**src/rtl/mem_store_unit_if.sv**
```systemverilog
// Store-request handshake plus byte-wide RAM write port of the store unit.
// The slave modport is the unit's view; master is the MEM stage / arbiter / RAM side.
interface mem_store_unit_if #(
  parameter int ADDR_W = 17,
  parameter int DATA_W = 32
);
  logic              st_valid;
  logic              st_ready;
  logic [ADDR_W-1:0] st_addr;
  logic [DATA_W-1:0] st_data;
  logic [1:0]        st_size;
  logic              st_done;
  logic              busy;
  logic              bus_req;
  logic              bus_grant;
  logic [ADDR_W-1:0] ram_addr;
  logic [7:0]        ram_dout;
  logic              ram_we;

  modport slave (
    input  st_valid, st_addr, st_data, st_size, bus_grant,
    output st_ready, st_done, busy, bus_req, ram_addr, ram_dout, ram_we
  );

  modport master (
    output st_valid, st_addr, st_data, st_size, bus_grant,
    input  st_ready, st_done, busy, bus_req, ram_addr, ram_dout, ram_we
  );
endinterface

```
**src/rtl/mem_store_unit.sv**
```systemverilog
// Serialises a byte/half/word store onto the shared byte-wide RAM port,
// least-significant byte first, writing only while the arbiter grants the port.
module mem_store_unit #(
  parameter int ADDR_W = 17,
  parameter int DATA_W = 32
) (
  input logic              clk,
  input logic              rst,
  mem_store_unit_if.slave  sif
);

  typedef enum logic [1:0] {IDLE, REQ, WR, DONE} state_t;

  state_t            state;
  logic [1:0]        idx;
  logic [1:0]        last_idx;
  logic [ADDR_W-1:0] held_addr;
  logic [DATA_W-1:0] held_data;
  logic [ADDR_W-1:0] addr_q;
  logic [7:0]        dout_q;
  logic              ready_q;
  logic              done_q;
  logic              busy_q;
  logic              req_q;

  logic [1:0]        next_idx;
  logic [ADDR_W-1:0] next_addr;
  logic [7:0]        next_byte;

  // Address/data of the byte after the current one; the sum wraps at 2^ADDR_W.
  assign next_idx  = idx + 2'd1;
  assign next_addr = held_addr + ADDR_W'(next_idx);
  assign next_byte = held_data[{next_idx, 3'b000} +: 8];

  always_ff @(posedge clk or negedge rst) begin
    if (!rst) begin
      state     <= IDLE;
      idx       <= 2'd0;
      last_idx  <= 2'd0;
      held_addr <= '0;
      held_data <= '0;
      addr_q    <= '0;
      dout_q    <= 8'd0;
      ready_q   <= 1'b1;
      done_q    <= 1'b0;
      busy_q    <= 1'b0;
      req_q     <= 1'b0;
    end else begin
      case (state)
        IDLE: begin
          if (sif.st_valid && sif.st_size != 2'b00) begin
            held_addr <= sif.st_addr;
            held_data <= sif.st_data;
            case (sif.st_size)
              2'b01:   last_idx <= 2'd0;
              2'b10:   last_idx <= 2'd1;
              default: last_idx <= 2'd3;
            endcase
            state   <= REQ;
            ready_q <= 1'b0;
            busy_q  <= 1'b1;
            req_q   <= 1'b1;
          end
        end
        REQ: begin
          if (sif.bus_grant) begin
            state  <= WR;
            idx    <= 2'd0;
            addr_q <= held_addr;
            dout_q <= held_data[7:0];
          end
        end
        WR: begin
          // Without grant the current byte stays presented and is rewritten later.
          if (sif.bus_grant) begin
            if (idx == last_idx) begin
              state  <= DONE;
              idx    <= 2'd0;
              addr_q <= '0;
              dout_q <= 8'd0;
              req_q  <= 1'b0;
              done_q <= 1'b1;
            end else begin
              idx    <= next_idx;
              addr_q <= next_addr;
              dout_q <= next_byte;
            end
          end
        end
        DONE: begin
          state   <= IDLE;
          done_q  <= 1'b0;
          busy_q  <= 1'b0;
          ready_q <= 1'b1;
        end
      endcase
    end
  end

  assign sif.st_ready = ready_q;
  assign sif.st_done  = done_q;
  assign sif.busy     = busy_q;
  assign sif.bus_req  = req_q;
  assign sif.ram_addr = addr_q;
  assign sif.ram_dout = dout_q;
  // Write strobe follows grant directly so a dropped grant suppresses the write at once.
  assign sif.ram_we   = (state == WR) && sif.bus_grant;

endmodule

```
**src/flat_wrapper.sv**
```systemverilog
// flat-port wrapper written by rule: the top's interface ports become plain ports
module mem_store_unit_flat 
#(
  parameter int ADDR_W = 17,
  parameter int DATA_W = 32
)
  (clk, rst, sif_st_valid, sif_st_addr, sif_st_data, sif_st_size, sif_bus_grant, sif_st_ready, sif_st_done, sif_busy, sif_bus_req, sif_ram_addr, sif_ram_dout, sif_ram_we);
  mem_store_unit_if #(.ADDR_W(ADDR_W), .DATA_W(DATA_W)) sif_i ();
  input logic clk;
  input logic rst;
  input wire logic [$bits(sif_i.st_valid)-1:0] sif_st_valid;
  input wire logic [$bits(sif_i.st_addr)-1:0] sif_st_addr;
  input wire logic [$bits(sif_i.st_data)-1:0] sif_st_data;
  input wire logic [$bits(sif_i.st_size)-1:0] sif_st_size;
  input wire logic [$bits(sif_i.bus_grant)-1:0] sif_bus_grant;
  output wire logic [$bits(sif_i.st_ready)-1:0] sif_st_ready;
  output wire logic [$bits(sif_i.st_done)-1:0] sif_st_done;
  output wire logic [$bits(sif_i.busy)-1:0] sif_busy;
  output wire logic [$bits(sif_i.bus_req)-1:0] sif_bus_req;
  output wire logic [$bits(sif_i.ram_addr)-1:0] sif_ram_addr;
  output wire logic [$bits(sif_i.ram_dout)-1:0] sif_ram_dout;
  output wire logic [$bits(sif_i.ram_we)-1:0] sif_ram_we;
  assign sif_i.st_valid = sif_st_valid;
  assign sif_i.st_addr = sif_st_addr;
  assign sif_i.st_data = sif_st_data;
  assign sif_i.st_size = sif_st_size;
  assign sif_i.bus_grant = sif_bus_grant;
  assign sif_st_ready = sif_i.st_ready;
  assign sif_st_done = sif_i.st_done;
  assign sif_busy = sif_i.busy;
  assign sif_bus_req = sif_i.bus_req;
  assign sif_ram_addr = sif_i.ram_addr;
  assign sif_ram_dout = sif_i.ram_dout;
  assign sif_ram_we = sif_i.ram_we;
  mem_store_unit #(.ADDR_W(ADDR_W), .DATA_W(DATA_W)) u_core (.clk(clk), .rst(rst), .sif(sif_i));
endmodule
```
**config.mk**
```make
export PLATFORM = sky130hd
export DESIGN_NAME = mem_store_unit_flat
export DESIGN_NICKNAME = d
export VERILOG_FILES = /design/src/rtl/mem_store_unit_if.sv /design/src/rtl/mem_store_unit.sv /design/src/flat_wrapper.sv
export SDC_FILE = /design/constraint.sdc
export NUM_CORES = 1
export LEC_CHECK = 0
export ABC_AREA = 1
export BUFFER_PORTS_ARGS = -buffer_cell sky130_fd_sc_hd__buf_2
export CAP_MARGIN = 20
export CORE_MARGIN = 5
export CORE_UTILIZATION = 55
export DETAILED_ROUTE_END_ITERATION = 8
export GPL_ROUTABILITY_DRIVEN = 0
export PLACE_DENSITY = 0.8
export RECOVER_POWER = 25
export SYNTH_ARGS = -nofsm -noshare
export SYNTH_HDL_FRONTEND = slang
export SYNTH_SLANG_ARGS = --single-unit
```
**constraint.sdc**
```tcl
create_clock -name clk -period 2.69 [get_ports clk]
set_input_delay 0.538 -clock clk [delete_from_list [all_inputs] [get_ports clk]]
set_output_delay 0.538 -clock clk [all_outputs]
set_load 0.02 [all_outputs]
```
==> results of run 1 <==
==> worst register-to-register path: cells and delay by family, from the launching register on <==
kind	cells	cell delay [ns]
fa+ha+maj	1	0.46
flops	1	0.43
simple gates	8	1.02
buf+inv	2	0.18
==> through the flow <==
stage               instance area, µm²  utilization  cells
finish                            4860        0.663    729
global route                      4860        0.663    729
CTS                               4880        0.665    729
detailed placement                4700        0.641    713
global placement                  4700        0.641    713
floorplan                         4180            -    541
==> flip-flops by register name (all words and copies together) (netlist names) <==
signal               flops
u_core.held_data        32
u_core.held_addr        17
u_core.sif.ram_addr     17
u_core.sif.ram_dout      8
u_core.idx               2
u_core.last_idx          2
u_core.state             2
u_core.sif.bus_req       1
u_core.sif.busy          1
u_core.sif.st_done       1
u_core.sif.st_ready      1
==> placed cells by master (no fill, tap or decap), drive strengths merged, types with 2 or more instances in the layout <==
| master | count |
|---|---|
| nor2 | 38 |
| o21ai | 36 |
| xnor2 | 3 |
| a21oi | 13 |
| ha | 9 |
| clkbuf | 15 |
| nand2 | 252 |
| inv | 47 |
| o21bai | 2 |
| clkinv | 4 |
| buf | 89 |
| dfrtp | 83 |
| a22oi | 7 |
| nand3 | 23 |
==> worst min path at each step <==
stage	from	to	depth (start not counted)	slack, ns
after detailed placement	u_core.sif.ram_addr[5]$_DFFE_PN0P_	u_core.sif.ram_addr[5]$_DFFE_PN0P_	2	0.46
after global placement	u_core.sif.ram_addr[11]$_DFFE_PN0P_	u_core.sif.ram_addr[11]$_DFFE_PN0P_	2	0.46
after global routing	sif_st_data[23]	u_core.held_data[23]$_DFFE_PN0P_	3	0.37
after CTS	rst	u_core.sif.ram_addr[7]$_DFFE_PN0P_	1	0.19
final	rst	u_core.sif.ram_addr[15]$_DFFE_PN0P_	1	0.35
after floorplan	rst	u_core.held_addr[0]$_DFFE_PN0P_	0	0.24
==> per-layer routing <==
metal	global-route usage	vias to the layer above	share of wire
li1	-	1842	-
met1	0.282	1731	0.43
met2	0.358	113	0.49
met3	0.0553	15	0.061
met4	0.0637	0	0.016
met5	0	-	0
==> where the power goes <==
| part | switching [W] | leakage, nW | internal (W) | total, W |
|---|---|---|---|---|
| logic | 0.00164 | 1.51 | 0.000868 | 0.00251 |
| clock network | 0.000431 | 0.0914 | 0.000429 | 0.000860 |
| registers | 0.000435 | 1.04 | 0.00187 | 0.00230 |
| total | 0.00251 | 2.64 | 0.00316 | 0.00567 |
==> cell type report <==
class | instances | share of cell area
Clock buffer | 13 | 0.0286
Multi-Input combinational cell | 390 | 0.370
Inverter | 49 | 0.0386
Tap cell | 99 | 0.0255
Timing Repair Buffer | 91 | 0.0968
Sequential cell | 84 | 0.433
Clock inverter | 3 | 0.00824
==> kinds of logic after synthesis <==
| kind of cell | count (synthesis) |
|---|---|
| buffers and inverters | 67 |
| adder cells (fa/ha/maj) | 10 |
| AND/OR/NAND/NOR | 315 |
| AO/OA/AOI/OAI | 62 |
| XOR/XNOR | 3 |
| flip-flops | 84 |
==> results.tsv, run 1 <==
metric	value	unit
status	complete, no violations	
slew_headroom	0.287	
drive_above_1_share	0.208	
initial_core_util	0.570	
critPathBufInv	2	
maxSlewViolCount	0	
postCtsSetupRepairBufs	0	
synth_area_leader_cell	dfrtp_1	
n_fill_cell	644	
io-pin-count	85	
synthSimpleGateAreaFrac	0.308	
netlist-cell-type-count	31	
core.rowCount	31	
synth.most_common_cell	nand2_1	
cts.sinks	84	
ys_async_sr_fraction	1.00	
port_buffers	84	
synthAdderAreaFrac	0.0317	
cts_resized	0	
syn_inst	541	
grt_pass1_vias	3650	
clk_latency	0.35	ns
maxCapViolCount	0	
cts_tree	done	
die_x	97.2	µm
synth_edf_count	0	
antenna_found_initial	0	
hold_buffers	0	
clockBufferDepth	2	
slowest_stage	fa_1	
crit_end	u_core.sif.ram_addr[16]$_DFFE_PN0P_	
yosysWarningCount	0	
synth.area.mux_share	0	
dieArea	9440	µm²
seqCellArea	2100	µm²
p_total	0.00567	W
worst_pin_slew	1.07	ns
path_clk_slew	0.08	ns
r2r-start	u_core.idx[1]$_DFFE_PN0P_	
drc	0	
path_common_cell	nand2_1	
die_h	97.2	µm
root_buffer	clkbuf_8	
cp-start-kind	flip-flop	
cp-end-kind	flip-flop	
finalHoldViolations	0	
ir_worst_vdd	0.000551	V
critPathRequiredTime	2.94	ns
crit_type	reg2reg	
routed_wirelength	9.86	mm
antenna_left	0	
fin_nets	690	
p_per_area	1170	nW/µm²
ys_seq_area_frac	0.503	
first_pass_iters	5	
period_share	0.816	
critPathTopFamily	simple AND/OR/NAND/NOR gates	
htreeDepth	3	
synth_top_family_by_area	simple AND/OR/NAND/NOR gates	
synth_compound_area_frac	0.0841	
grt_pass1_wl	16.9	mm
post-place-ws	0.526	ns
dp_hpwl	7.35	mm
synthesis.nets	606	
syn_to_final_growth	16.3	%
synth_top_flop_cell	dfrtp_1	
worst_hold_slack	0.347	ns
cp.arrival	2.44	ns
netlist_area	4180	µm²
netlist_top_cells_count	nand2_1, dfrtp_1, inv_1	
p_leak	2.64	nW
vias_per_cell	5.08	
num_vias	3701	
setup_ws	0.494	ns
holdCritPathClass	in2async	
dr.first_iter.drc_count	225	
crit_cells	11	
avgSynthCellArea	7.73	µm²
timing.setup.tns	0	ns
design.core.area	7330	µm²
wl_per_cell	13.5	µm
cts_made_buffers	9	
crit_chain	nand2_1 -> inv_2 -> nor2_4 -> inv_2 -> fa_1 -> nor2_2 -> nand2_1 -> nor2_2 -> nand3_1 -> nand3_1 -> nand2_1	
synth_area_leaders	dfrtp_1, nand2_1, o21ai_0	
max_freq	455	MHz
synth_top_area_share	0.497	
worst-path-max-fanout	10	
setup_viol	0	
multi_input_area	1800	µm²
min_period	2.20	ns
finClkSkew	0.0105	ns
rsz0062_at_grt	no	
grt_overflow	0	
r2r_end	u_core.sif.ram_addr[16]$_DFFE_PN0P_	
ys_ff_latch	84	
r2r_slack	0.49	ns
cp_slowest_stage_delay	0.46	ns
r2r_cells	11	
grt_max_degree	45	
grt.total_usage	0.217	
cp-startpoint	u_core.idx[1]$_DFFE_PN0P_	
synthXorXnorAreaFrac	0.00629	
n_antenna_cell	0	
No activity file was read; power rests on OpenSTA's default activity.
==> inputs of run 2 (changes only) <==
--- a/config.mk
+++ b/config.mk
@@ -9,10 +9,10 @@
 export BUFFER_PORTS_ARGS = -buffer_cell sky130_fd_sc_hd__buf_2
 export CAP_MARGIN = 20
 export CORE_MARGIN = 5
-export CORE_UTILIZATION = 55
+export CORE_UTILIZATION = 50
 export DETAILED_ROUTE_END_ITERATION = 8
 export GPL_ROUTABILITY_DRIVEN = 0
-export PLACE_DENSITY = 0.8
+export PLACE_DENSITY = 0.77
 export RECOVER_POWER = 25
 export SYNTH_ARGS = -nofsm -noshare
 export SYNTH_HDL_FRONTEND = slang
==> constraint.sdc (replaced) <==
create_clock -name clk -period 2 [get_ports clk]
set_input_delay 0.4 -clock clk [delete_from_list [all_inputs] [get_ports clk]]
set_output_delay 0.4 -clock clk [all_outputs]
set_load 0.02 [all_outputs]
==> results.tsv, run 2 (synthesis gave the netlist of run 1 again) <==
metric	value	unit
worst_pin_slew	0.931	ns
post-place-ws	0.0309	ns
drive_above_1_share	0.240	
grt_max_degree	37	
routed_wirelength	10.0	mm
htreeDepth	3	
wl_per_cell	13.4	µm
antenna_found_initial	0	
setup_viol	0	
slowest_stage	dfrtp_1	
maxSlewViolCount	0	
grt_pass1_wl	16.8	mm
cp-start-kind	flip-flop	
top_register	u_core.held_data	
port_buffers	84	
ir_worst_vdd	0.000678	V
cp.arrival	1.47	ns
max_freq	533	MHz
status	complete, no violations	
vias_per_cell	5.01	
slew_headroom	0.379	
largest_reg_flops	32	
cts_made_buffers	9	
maxCapViolCount	0	
grt_pass1_vias	3798	
finalInstanceArea	5000	µm²
path_clk_slew	0.08	ns
seqCellArea	2100	µm²
path_common_cell	inv_1	
setup_ws	0.126	ns
core.rowCount	33	
timing.setup.tns	0	ns
rsz0062_at_grt	yes	
fin_nets	701	
dpl-instance-area	4770	µm²
critPathRequiredTime	1.60	ns
io-pin-count	85	
num_vias	3740	
finalHoldViolations	0	
dieArea	10300	µm²
cts_tree	done	
dp_hpwl	7.25	mm
grt_overflow	0	
r2r-start	u_core.idx[1]$_DFFE_PN0P_	
first_pass_iters	4	
initial_core_util	0.511	
die_h	101	µm
min_period	1.87	ns
die_x	101	µm
worst_hold_slack	0.175	ns
drc	0	
crit_chain	inv_1 -> ha_4 -> nand2_1 -> inv_1 -> buf_2	
cts.sinks	84	
n_antenna_cell	0	
r2r_end	u_core.sif.ram_addr[15]$_DFFE_PN0P_	
crit_type	reg2out	
holdCritPathClass	in2async	
design.core.area	8180	µm²
r2r_slack	0.13	ns
clk_latency	0.36	ns
worst-path-max-fanout	8	
finClkSkew	0.00858	ns
p_leak	2.69	nW
root_buffer	clkbuf_8	
n_fill_cell	742	
clockBufferDepth	2	
grt.total_usage	0.206	
syn_to_final_growth	19.6	%
place_inst	727	
dr.first_iter.drc_count	114	
multi_input_area	1840	µm²
r2r_cells	11	
final_common_cell	nand2_1	
period_share	0.937	
p_per_area	1550	nW/µm²
antenna_left	0	
final_cells	746	
cp_slowest_stage_delay	0.43	ns
final_cell_mix	nand2_1, buf_2, dfrtp_1	
cp-end-kind	output port	
cp-startpoint	u_core.state[0]$_DFFE_PN0P_	
==> run 2: layer usage <==
layer | track usage | wire (µm) | share of wire | vias to the layer above
li1 | - | - | - | 1860
met1 | 0.250 | 4150 | 0.41 | 1766
met2 | 0.366 | 5110 | 0.51 | 99
met3 | 0.0461 | 599 | 0.060 | 15
met4 | 0.0593 | 158 | 0.016 | 0
met5 | 0 | 0 | 0 | -
==> run 2: worst max-delay path, delay by kind of cell (launching register included) <==
family,cells,cell delay [ns]
DFF,1,0.43
buffers and inverters,3,0.39
adders and majority gates,1,0.21
and+or+nand+nor,1,0.09
==> run 2: report_power, final <==
group	internal (W)	total [W]	leakage, nW	switching [W]
clock	0.000487	0.00111	0.0820	0.000618
sequential	0.00251	0.00308	1.03	0.000567
combinational	0.00131	0.00359	1.58	0.00228
total	0.00431	0.00777	2.69	0.00347
==> run 2: per-stage QoR <==
stage	power, W	util
final	0.00777	0.612
after global routing	0.00844	0.612
after CTS	0.00774	0.606
after detailed placement	0.00660	0.583
after global placement	0.00646	0.583
after floorplan	0.00546	-
==> run 2: area by class of cell <==
cell class                 instances  share of cell area
sequential                        84               0.421
multi-input combinational        390               0.368
timing repair buffer             102               0.112
inverter                          49              0.0375
clock buffer                      11              0.0283
tap                              105              0.0263
clock inverter                     5             0.00726
==> run 2: how the worst max path moves through the flow <==
| stage | endpoint | slack (ns) | cells after the start |
|---|---|---|---|
| floorplan | u_core.sif.ram_addr[14]$_DFFE_PN0P_ | 0.06 | 11 |
| global placement | u_core.sif.ram_addr[14]$_DFFE_PN0P_ | 0.09 | 11 |
| detailed placement | u_core.sif.ram_addr[16]$_DFFE_PN0P_ | 0.03 | 11 |
| CTS | u_core.sif.ram_addr[16]$_DFFE_PN0P_ | 0.03 | 11 |
| global route | u_core.sif.ram_addr[10]$_DFFE_PN0P_ | -0.004 | 11 |
| finish | sif_ram_we | 0.13 | 5 |
==> run 2: repair_timing <==
action                     CTS  global route
setup endpoints to repair    2            14
pin swaps                    0             7
resized for setup            2            12
setup buffers                0             3
hold buffers                 0             0
